$ cat src/rtl/axis_s_interface.sv
// rtl/axis_s_interface.sv - read side of the AXIS SERDES link: byte FIFO -> word assembler -> AXIS word buffer
module axis_s_interface #(
  parameter int LOGIC_SIZE = 32,
  parameter int OUT_DEPTH  = 2
) (
  input  logic                                s_axis_aclk,
  input  logic                                s_axis_reset_n,
  output logic [LOGIC_SIZE-1:0]               s_axis_tdata,
  output logic                                s_axis_valid,
  input  logic                                s_axis_ready,
  input  logic [7:0]                          i_from_fifo,
  input  logic                                r_empty,
  output logic                                r_req,
  output logic [$clog2(LOGIC_SIZE/8)-1:0]     o_bytes_held
);

  localparam int FS = LOGIC_SIZE / 8;
  localparam int IW = $clog2(FS);
  localparam int PW = $clog2(OUT_DEPTH);
  localparam int CW = $clog2(OUT_DEPTH + 1);
  localparam logic [IW-1:0] LAST  = IW'(FS - 1);
  localparam logic [CW-1:0] DEPTH = CW'(OUT_DEPTH);

  logic [IW-1:0]         req_idx, asm_idx;
  logic                  rd_pend;
  logic [LOGIC_SIZE-1:0] asm_word;
  logic [LOGIC_SIZE-1:0] mem [OUT_DEPTH];
  logic [PW-1:0]         wr_ptr, rd_ptr, rd_ptr_n;
  logic [CW-1:0]         count, count_n, slots;
  logic                  reserve, push, pop;
  logic [LOGIC_SIZE-1:0] push_word, head_n;

  // A final byte is only requested once a buffer slot is reserved for its word.
  assign r_req   = s_axis_reset_n && !r_empty && (req_idx != LAST || slots < DEPTH);
  assign reserve = r_req && (req_idx == LAST);
  assign push    = rd_pend && (asm_idx == LAST);
  assign pop     = s_axis_valid && s_axis_ready;
  assign push_word    = {i_from_fifo, asm_word[LOGIC_SIZE-9:0]};
  assign o_bytes_held = asm_idx;

  always_comb begin
    rd_ptr_n = rd_ptr + PW'(pop);
    count_n  = count + CW'(push) - CW'(pop);
    head_n   = mem[rd_ptr_n];
    // A word pushed straight into the next head slot bypasses the array.
    if (push && (wr_ptr == rd_ptr_n))
      head_n = push_word;
  end

  always_ff @(posedge s_axis_aclk) begin
    if (push)
      mem[wr_ptr] <= push_word;
  end

  always_ff @(posedge s_axis_aclk or negedge s_axis_reset_n) begin
    if (!s_axis_reset_n) begin
      req_idx      <= '0;
      asm_idx      <= '0;
      rd_pend      <= 1'b0;
      asm_word     <= '0;
      wr_ptr       <= '0;
      rd_ptr       <= '0;
      count        <= '0;
      slots        <= '0;
      s_axis_tdata <= '0;
      s_axis_valid <= 1'b0;
    end else begin
      rd_pend <= r_req;
      if (r_req)
        req_idx <= (req_idx == LAST) ? '0 : req_idx + 1'b1;
      slots <= slots + CW'(reserve) - CW'(pop);

      if (rd_pend) begin
        if (asm_idx == LAST) begin
          asm_idx  <= '0;
          asm_word <= '0;
        end else begin
          asm_idx <= asm_idx + 1'b1;
          asm_word[asm_idx*8 +: 8] <= i_from_fifo;
        end
      end

      if (push)
        wr_ptr <= wr_ptr + 1'b1;
      rd_ptr <= rd_ptr_n;
      count  <= count_n;

      s_axis_valid <= (count_n != '0);
      // Empty buffer keeps the last delivered word on tdata.
      if (count_n != '0)
        s_axis_tdata <= head_n;
    end
  end

endmodule

$ cat config.mk
export PLATFORM = sky130hd
export DESIGN_NAME = axis_s_interface
export DESIGN_NICKNAME = d
export VERILOG_FILES = /design/src/rtl/axis_s_interface.sv
export SDC_FILE = /design/constraint.sdc
export NUM_CORES = 1
export LEC_CHECK = 0
export ABC_CLOCK_PERIOD_IN_PS = 6000
export CAP_MARGIN = 25
export CORE_ASPECT_RATIO = 1.5
export CORE_UTILIZATION = 59
export CTS_BUF_LIST = sky130_fd_sc_hd__clkbuf_4 sky130_fd_sc_hd__clkbuf_8
export CTS_CLUSTER_DIAMETER = 200
export DETAILED_ROUTE_END_ITERATION = 16
export PLACE_DENSITY = 0.91
export SLEW_MARGIN = 20
export SYNTH_ARGS = -nofsm -noshare
export SYNTH_HDL_FRONTEND = slang
export SYNTH_SLANG_ARGS = --single-unit
$ cat constraint.sdc
create_clock -name s_axis_aclk -period 6 [get_ports s_axis_aclk]
set_input_delay 1.2 -clock s_axis_aclk [delete_from_list [all_inputs] [get_ports s_axis_aclk]]
set_output_delay 1.2 -clock s_axis_aclk [all_outputs]
set_load 0.01 [all_outputs]
==> metrics.yaml <==
synth:
  avgSynthCellArea_um2: 13.8
  synth-xor-area-share_pct: 1.70
  ys.flop_type: "dfrtp_1"
  synth_top_family_by_area: "compound AO/OA/AOI/OAI gates"
  synth_edf_count: 64
  ys_seq_area_share_pct: 66.7
  synthTopCellsByArea: "edfxtp_1, dfrtp_1, a32o_1"
  synth_fa_ha_area_share_pct: 2.30
  yosys-top-cells-count: "dfrtp_1, edfxtp_1, nand2_1"
  synth_top_area_share_pct: 35.4
  syn_nets: 417
  synth-seq-cells: 132
  synthArstFlopShare_pct: 51.5
  ys_warn_count: 0
  synth_top_area_cell: "edfxtp_1"
  syn_area_mm2: 0.00543
  synth_compound_area_share_pct: 15.5
  synth_cell_types: 35
  postSynthCellCount: 395
  synth.area.mux_share_pct: 0.207
  synth_simple_gate_area_share_pct: 10.2
  synth.most_common_cell: "dfrtp_1"
routing:
  drtAntennaViolNets: 0
  drtIter0Drc: 309
  wirelength_mm: 11.8
  wl_per_cell_um: 21.1
  vias: 3601
  drcViolationCount: 0
  first_pass_iters: 5
  via_per_inst: 6.42
setup_path:
  required_ns: 4.80
  endpoint_kind: "primary output"
  cp.arrival_ns: 2.74
  cp_max_fo: 24
  crit_type: "primary input to primary output"
  r2r_cells: 12
  start_kind: "primary input"
  startpoint: "s_axis_reset_n"
  rr_startpoint: "o_bytes_held[0]"
clock_network:
  post_cts_buffers: 0
  clock_tree.root_cell: "clkbuf_8"
  htree_levels: 4
  tritoncts: "done"
  clkSinkCount: 132
  cts_hold_buffers: 0
  clock_latency_ns: 0.44
  clockBufferDepth: 2
  clk_pin_slew_ns: 0.06
  postCtsResizedCells: 0
  cts_buffers: 17
sta:
  rsz0062_at_grt: "false"
  final.min_clock_period_ns: 3.94
  whs_ns: 0.485
  max_freq_ghz: 0.254
  finalSetupViolations: 0
  slew_violations: 0
  finalSetupTns_ns: 0
  fin_crit_sh_pct: 65.6
  slew_headroom_pct: 27.7
  worst_pin_slew_ns: 1.08
  finalHoldViolCount: 0
  finalClockSkew_ns: 0.00787
  final.setup.worst_slack_ns: 2.06
power_and_ir_drop:
  p_per_area_mw_per_mm2: 574
  p_comb_share_pct: 42.2
  peakVddDrop_mv: 0.465
  clkPwrFrac_pct: 19.8
  switching_power_mw: 1.29
  p_leak_nw: 2.45
  p_int_mw: 2.37
  swShare_pct: 35.2
  seq_power_share_pct: 38.1
placement:
  place_inst: 529
  dpl_worst_slack_ns: 1.84
  port_buffers: 47
  dp_hpwl_mm: 7.05
  gp_congestion: 0.759
min_path:
  holdPathStages: 1
  hold_class: "register to register"
  hp-start: "slots[0]"
final_layout:
  post-route-util_pct: 71.8
  drive_gt1_share_pct: 11.3
  stdcell_count: 561
  n_antenna_cell: 0
  layout.nets: 460
  areaGrowthSynthToFinish_pct: 17.3
floorplan:
  ios: 48
  initial_core_util_pct: 61.2
  fp.dieArea_mm2: 0.00960
  fp.dieH_um: 120
  die_w_um: 80.4
  core_area_mm2: 0.00888
  fp-row-count: 42
global_route:
  grt_use_total_pct: 27.2
  grt_pass1_vias: 3662
  globalRoute.totalOverflow: 0
  grt_pass1_wl_mm: 19.0
  grt_max_degree: 55
  antenna_found_initial: 0
run_status:
  status: "finished, final reports clean"
job:
  cap_violations: 0
-- kinds of logic (layout without fill, tap and decap cells) --
logic type / count (synthesis) / after routing
simple gates: 113 / 113
fa+ha+maj: 10 / 10
flops: 132 / 132
buf+inv: 38 / 94
compound gates: 94 / 94
mux: 1 / 1
xor+xnor: 7 / 7
-- flip-flops by register name, indices dropped and copies added, names as in the netlist --
name	flops
s_axis_tdata	32
wr_ptr	1
rd_pend	1
slots	2
count	2
rd_ptr	1
asm_word	24
o_bytes_held	2
req_idx	2
mem	64
s_axis_valid	1
-- cells in the final DEF, fill, tap and decap left out, types with 2 or more instances in the layout --
| cell | Yosys | layout |
|---|---|---|
| buf_4 | 1 | 5 |
| clkdlybuf4s50_1 | 0 | 46 |
| nor4b_2 | 2 | 2 |
| clkbuf_8 | 0 | 23 |
| nand3_1 | 2 | 2 |
| clkinvlp_4 | 0 | 3 |
| inv_1 | 8 | 8 |
| or3_1 | 32 | 32 |
| nor2_1 | 32 | 32 |
| nand2b_1 | 3 | 3 |
| o21ai_1 | 2 | 2 |
| ha_1 | 10 | 10 |
| xnor2_1 | 3 | 3 |
| a32o_1 | 32 | 32 |
| o21ai_0 | 2 | 2 |
| nand2_1 | 37 | 37 |
| clkinv_2 | 0 | 4 |
| edfxtp_1 | 64 | 64 |
| o31a_1 | 32 | 32 |
| a22o_1 | 23 | 23 |
| dfrtp_1 | 68 | 68 |
-- final cells by class --
cell class	instances	area [µm²]
tap	110	138
multi-input combinational	225	1660
sequential	132	3620
inverter	9	33.8
fill	555	2510
clock buffer	24	324
clock inverter	8	72.6
timing repair buffer	53	523
-- power groups by stage --
stage	Sequential (mW)	Combinational (mW)	Clock, mW
2_1_floorplan	1.41	1.02	0
3_3_place_gp	1.40	1.44	0
3_5_place_dp	1.41	1.53	0
4_1_cts	1.39	1.54	0.729
5_1_grt	1.42	1.66	0.769
6_report	1.39	1.54	0.723
-- worst max-delay path, cell delays in order --
cell and delay (ns):
buf_2 0.45, nand2b_1 0.15, a21oi_1 0.31, clkdlybuf4s50_1 0.61
-- layer usage --
metal,share of wire [%],vias to the layer above,GRT usage [%]
li1,-,1588,-
met1,38,1795,34.0
met5,0,-,0
met2,51,175,42.3
met4,4.9,0,16.6
met3,6.9,43,6.69
-- final timing paths --
path                                     to  slack (ns)
min                                slots[0]        0.48
min reg2reg                        slots[0]        0.48
min in group asynchronous  s_axis_tdata[21]        0.75
max in group asynchronous  s_axis_tdata[29]        4.22
max reg2reg                s_axis_tdata[17]        2.44
max                                   r_req        2.06
-- through the flow --
step	total power, mW	area [µm²]
2_1_floorplan	2.43	5430
3_3_place_gp	2.84	5960
3_5_place_dp	2.93	5980
4_1_cts	3.66	6370
5_1_grt	3.84	6370
6_report	3.66	6370
Power figures use the tool's default switching activity.
